===== src/rtl/fft_ctrl_pkg.sv =====
// Shared types and sizing helpers for the FFT stage controllers.
// Holds the SDF stage state enum and the beat/counter width helpers.
package fft_ctrl_pkg;

  typedef enum logic [1:0] {
    S_IDLE  = 2'd0,
    S_FILL  = 2'd1,
    S_BFLY  = 2'd2,
    S_DRAIN = 2'd3
  } sdf_state_e;

  function automatic int half_beats(
    input int depth,
    input int lanes
  );
    return depth / lanes;
  endfunction

  function automatic int cnt_w(input int half);
    return (half > 1) ? $clog2(half) : 1;
  endfunction

endpackage


===== src/rtl/sdf_stage_ctrl_if.sv =====
// Handshake/control bundle between an SDF stage controller and its datapath.
// master: drives in_valid/in_sof/flush; slave: drives the strobes and status.
interface sdf_stage_ctrl_if #(
  parameter int TW_W = 4
);
  logic            in_valid;
  logic            in_sof;
  logic            flush;
  logic            buf_shift_en;
  logic            bf_sel;
  logic [TW_W-1:0] tw_idx;
  logic            out_valid;
  logic            out_sof;
  logic            busy;
  logic            err_sof;

  modport master (
    output in_valid, in_sof, flush,
    input  buf_shift_en, bf_sel, tw_idx,
    input  out_valid, out_sof, busy, err_sof
  );

  modport slave (
    input  in_valid, in_sof, flush,
    output buf_shift_en, bf_sel, tw_idx,
    output out_valid, out_sof, busy, err_sof
  );
endinterface


===== src/rtl/sdf_stage_ctrl.sv =====
// Sequencer for one radix-2 SDF FFT stage: fill/butterfly/drain phasing.
// Ports: clk, rstn (async low), bus (slave). Macro SDF_CTRL_ERR_EN enables err_sof.
module sdf_stage_ctrl
  import fft_ctrl_pkg::*;
#(
  parameter int DEPTH = 256,
  parameter int LANES = 16
) (
  input  logic            clk,
  input  logic            rstn,
  sdf_stage_ctrl_if.slave bus
);

  localparam int HALF = half_beats(DEPTH, LANES);
  localparam int CW   = cnt_w(HALF);
  localparam logic [CW-1:0] LAST = CW'(HALF - 1);

  sdf_state_e    r_state;
  logic [CW-1:0] r_cnt;
  logic          r_primed;

  logic w_idle;
  logic w_fill;
  logic w_bfly;
  logic w_drain;
  logic w_start;
  logic w_last;

  assign w_idle  = (r_state == S_IDLE);
  assign w_fill  = (r_state == S_FILL);
  assign w_bfly  = (r_state == S_BFLY);
  assign w_drain = (r_state == S_DRAIN);
  assign w_start = w_idle & bus.in_valid & bus.in_sof;
  assign w_last  = (r_cnt == LAST);

  // the accepted beat 0 from IDLE enters the buffer like any fill beat
  assign bus.buf_shift_en = w_start | w_drain
                          | ((w_fill | w_bfly) & bus.in_valid);
  assign bus.bf_sel       = w_bfly & bus.in_valid;
  assign bus.tw_idx       = (w_bfly & bus.in_valid) ? r_cnt : '0;
  assign bus.out_valid    = w_drain
                          | (w_bfly & bus.in_valid)
                          | (w_fill & bus.in_valid & r_primed);
  assign bus.out_sof      = w_bfly & bus.in_valid & (r_cnt == '0);
  assign bus.busy         = ~w_idle;

  always_ff @(posedge clk or negedge rstn) begin
    if (!rstn) begin
      r_state  <= S_IDLE;
      r_cnt    <= '0;
      r_primed <= 1'b0;
    end else begin
      unique case (r_state)
        S_IDLE: begin
          if (w_start) begin
            r_state  <= S_FILL;
            r_cnt    <= CW'(1);
            r_primed <= 1'b0;
          end
        end
        S_FILL: begin
          if (bus.in_valid) begin
            if (w_last) begin
              r_state <= S_BFLY;
              r_cnt   <= '0;
            end else begin
              r_cnt <= r_cnt + 1'b1;
            end
          end else if (bus.flush && r_primed
                       && (r_cnt == '0)) begin
            r_state <= S_DRAIN;
          end
        end
        S_BFLY: begin
          if (bus.in_valid) begin
            if (w_last) begin
              r_state  <= S_FILL;
              r_cnt    <= '0;
              r_primed <= 1'b1;
            end else begin
              r_cnt <= r_cnt + 1'b1;
            end
          end
        end
        S_DRAIN: begin
          if (w_last) begin
            r_state  <= S_IDLE;
            r_cnt    <= '0;
            r_primed <= 1'b0;
          end else begin
            r_cnt <= r_cnt + 1'b1;
          end
        end
        default: r_state <= S_IDLE;
      endcase
    end
  end

`ifdef SDF_CTRL_ERR_EN
  logic r_err;
  logic w_err;

  // sof on a mid-frame beat, missing sof on a chained beat 0, or a stray idle beat
  assign w_err = (w_idle & bus.in_valid & ~bus.in_sof)
               | ((w_fill | w_bfly) & bus.in_valid
                  & bus.in_sof & (r_cnt != '0))
               | (w_fill & bus.in_valid & ~bus.in_sof
                  & r_primed & (r_cnt == '0));

  always_ff @(posedge clk or negedge rstn) begin
    if (!rstn) r_err <= 1'b0;
    else       r_err <= w_err;
  end

  assign bus.err_sof = r_err;
`else
  assign bus.err_sof = 1'b0;
`endif

endmodule

===== src/flat_wrapper.sv =====
// flat-port wrapper written by rule: the top's interface ports become plain ports
module sdf_stage_ctrl_flat import fft_ctrl_pkg::*;
#(
  parameter int DEPTH = 256,
  parameter int LANES = 16
)
  (clk, rstn, bus_in_valid, bus_in_sof, bus_flush, bus_buf_shift_en, bus_bf_sel, bus_tw_idx, bus_out_valid, bus_out_sof, bus_busy, bus_err_sof);
  sdf_stage_ctrl_if bus_i ();
  input  logic clk;
  input  logic rstn;
  input wire logic [$bits(bus_i.in_valid)-1:0] bus_in_valid;
  input wire logic [$bits(bus_i.in_sof)-1:0] bus_in_sof;
  input wire logic [$bits(bus_i.flush)-1:0] bus_flush;
  output wire logic [$bits(bus_i.buf_shift_en)-1:0] bus_buf_shift_en;
  output wire logic [$bits(bus_i.bf_sel)-1:0] bus_bf_sel;
  output wire logic [$bits(bus_i.tw_idx)-1:0] bus_tw_idx;
  output wire logic [$bits(bus_i.out_valid)-1:0] bus_out_valid;
  output wire logic [$bits(bus_i.out_sof)-1:0] bus_out_sof;
  output wire logic [$bits(bus_i.busy)-1:0] bus_busy;
  output wire logic [$bits(bus_i.err_sof)-1:0] bus_err_sof;
  assign bus_i.in_valid = bus_in_valid;
  assign bus_i.in_sof = bus_in_sof;
  assign bus_i.flush = bus_flush;
  assign bus_buf_shift_en = bus_i.buf_shift_en;
  assign bus_bf_sel = bus_i.bf_sel;
  assign bus_tw_idx = bus_i.tw_idx;
  assign bus_out_valid = bus_i.out_valid;
  assign bus_out_sof = bus_i.out_sof;
  assign bus_busy = bus_i.busy;
  assign bus_err_sof = bus_i.err_sof;
  sdf_stage_ctrl #(.DEPTH(DEPTH), .LANES(LANES)) u_core (.clk(clk), .rstn(rstn), .bus(bus_i));
endmodule

===== config.mk =====
export PLATFORM = sky130hd
export DESIGN_NAME = sdf_stage_ctrl_flat
export DESIGN_NICKNAME = d
export VERILOG_FILES = /design/src/rtl/fft_ctrl_pkg.sv /design/src/rtl/sdf_stage_ctrl_if.sv /design/src/rtl/sdf_stage_ctrl.sv /design/src/flat_wrapper.sv
export SDC_FILE = /design/constraint.sdc
export NUM_CORES = 1
export LEC_CHECK = 0
export ABC_AREA = 1
export CORE_AREA = 3 3 43 45
export CTS_CLUSTER_SIZE = 12
export DETAILED_ROUTE_END_ITERATION = 10
export DIE_AREA = 0 0 46 48
export GPL_ROUTABILITY_DRIVEN = 0
export PLACE_DENSITY = 0.65
export SLEW_MARGIN = 20
export SYNTH_ARGS = -nofsm -noshare
export SYNTH_HDL_FRONTEND = slang
export SYNTH_SLANG_ARGS = --single-unit

===== constraint.sdc =====
create_clock -name clk -period 3.85 [get_ports clk]
set_input_delay 0.5775 -clock clk [delete_from_list [all_inputs] [get_ports clk]]
set_output_delay 0.5775 -clock clk [all_outputs]
set_load 0.01 [all_outputs]

==> results by group <==
Final layout
  • Most common cell after layout, fill and taps aside: nand2_1
  • Commonest cells after routing, fill and taps aside: nand2_1, inv_1, clkdlybuf4s50_1
  • N_diodes: 0
  • Fin nets: 115
  • Final Util: 51.1%
  • Synth-to-Final Area Change: 28.1%
  • Non-Filler Instances: 118
  • Fill cell total of the finished layout: 153
  • Layout cell share with drive strength beyond 1: 12.7%

Synthesis
  • Yosys synthesis warning count: 0
  • Cell variety after synth: 19
  • #FFs+latches synth: 7
  • Syn Nets: 98
  • Mean Syn Cell Area: 6.98 sq um
  • Largest cells by area after synthesis: dfrtp_1, ha_1, nand2_1, inv_1, nand2_2
  • Register area share after synthesis: 29.2%
  • Post-synth top area share: 29.2%
  • Syn Std Cell Area: 601 sq um
  • Post-Syn Instances: 86
  • Synth area leader: dfrtp_1

GRT
  • GRT Overall Usage: 13.2%
  • Total gr overflow: 0
  • Initial antenna violation count: 0
  • Vias in the first global route: 493
  • First-pass GRT wire length: 2060 um
  • Largest net degree at the start of global routing: 8

Drt
  • Routed len/inst: 10.1 um
  • Remaining antenna violation count: 0
  • Drt drc: 0
  • Vias per std cell: 4.81
  • Vias: 567
  • Final wirelength: 1190 um
  • Iter 0 DRT Violations: 14
  • Detailed Routing Iterations Pass 1: 5

Die
  • Die Area: 0.00221 sq mm
  • Initial Util: 39.9%
  • Die Width: 46 um
  • Num ports: 15
  • Core area: 0.00151 sq mm
  • Die Span Y: 48 um
  • Cell row count: 14

Critical path
  • Worst setup EP type: primary output
  • Max FO, Critical Path: 7
  • Required time of the critical path: 3.27 ns
  • Arrival @ worst endpoint: 2.06 ns
  • CP Launch Type: primary input
  • Kind of critical path: in2out

STA
  • Final period utilization: 68.6%
  • Endpoints failing setup: 0
  • Fmax: 0.378 GHz
  • Minimum clock period: 2.64 ns
  • Setup_tns: 0 ns
  • Final Hold Vio Count: 0
  • Slew Viols, Final: 0
  • RSZ-0062 raised after global routing: false
  • Final hold slack: 0.498 ns
  • Clock Skew: 0.000112 ns

Clocking
  • Worst-path clk slew: 0.05 ns
  • Clock H-tree levels: 1
  • Post_cts resized: 0
  • Clk sink count: 7
  • Postcts setup bufs: 0
  • CTS tree: yes
  • Worst-Skew Late Latency: 0.24 ns
  • Root Buffer: clkbuf_4
  • Hold Buf Count CTS: 0
  • CTS buffer count: 3
  • Clock buffer depth: 2

Place
  • Buffers on Ports: 13
  • DP HPWL: 1010 um
  • Placed Cells: 114

Outcome
  • Status: complete, no violations

Power
  • Peak supply drop: 0.000328 V
  • Pwr dens: 753 mW/mm^2
  • Leak Pwr: 0.395 nW

Run
  • Max cap viols: 0

Worst hold path
  • Hold WC Path Type: reg2reg
==> state kept, by name, summed over array words and instances, names as in the netlist <==
| register | cells |
|---|---|
| u_core.r_cnt | 4 |
| u_core.r_primed | 1 |
| u_core.r_state | 2 |
==> per-layer routing <==
layer	up-vias	routed length, um	global-route usage [%]
met5	-	0	0
met4	0	0	6.82
met3	0	60	2.26
met2	13	539	18.1
met1	261	590	19.5
li1	293	-	-
==> worst max-delay path, cell delays in order <==
cell	delay, ns
clkdlybuf4s50_1	0.55
nand2_1	0.18
nor3_1	0.20
clkdlybuf4s50_1	0.56
==> report_power, final <==
part	leakage, nW	switching (mW)	total [mW]	internal (mW)
logic	0.293	0.220	0.378	0.158
clock network	0.0150	0.0232	0.0625	0.0393
registers	0.0872	0.0305	0.139	0.108
total	0.395	0.274	0.579	0.305
==> synthesized netlist by cell type <==
library cell,count
ha_1,7
conb_1,1
nand3_2,1
nand3_1,6
nor3_1,1
nand2_1,23
o211ai_1,1
xor2_1,1
nor2_1,9
nand4_1,1
nor2_2,1
nor2_4,1
o21a_1,1
inv_1,14
buf_4,1
nand2_2,7
dfrtp_1,7
a22oi_1,1
o21ai_0,2
==> cell families after synthesis <==
logic type / synth area share (%)
simple gates: 38.7
buf+inv: 10.0
fa+ha+maj: 14.6
flops: 29.2
compound gates: 5.42
xor+xnor: 1.46
other cells: 0.624
==> cell type report <==
class	count	area, sq um	share of cell area, %
multi-input combinational	64	365	47.5
sequential	7	175	22.8
timing repair buffer	13	130	16.9
inverter	14	52.6	6.83
clock buffer	4	26.3	3.41
tap	16	20.0	2.60
==> final timing paths <==
path	cells past startpoint	to	slack (ns)	start
max	4	bus_out_sof	1.21	bus_in_valid
min	2	u_core.r_primed	0.50	u_core.r_primed
min reg2reg	2	u_core.r_primed	0.50	u_core.r_primed
max in group asynchronous	1	u_core.r_state[1]	3.04	rstn
max reg2reg	9	u_core.r_primed	2.36	u_core.r_state[0]
min in group asynchronous	1	u_core.r_cnt[0]	0.59	rstn
==> stage by stage <==
stage               area, sq um  setup WS [ns]  total power [mW]
floorplan                   601           2.11             0.404
global placement            743           1.25             0.513
detailed placement          743           1.22             0.519
CTS                         769           1.22             0.587
global route                769           1.14             0.650
finish                      769           1.21             0.579
Power figures use the tool's default switching activity.
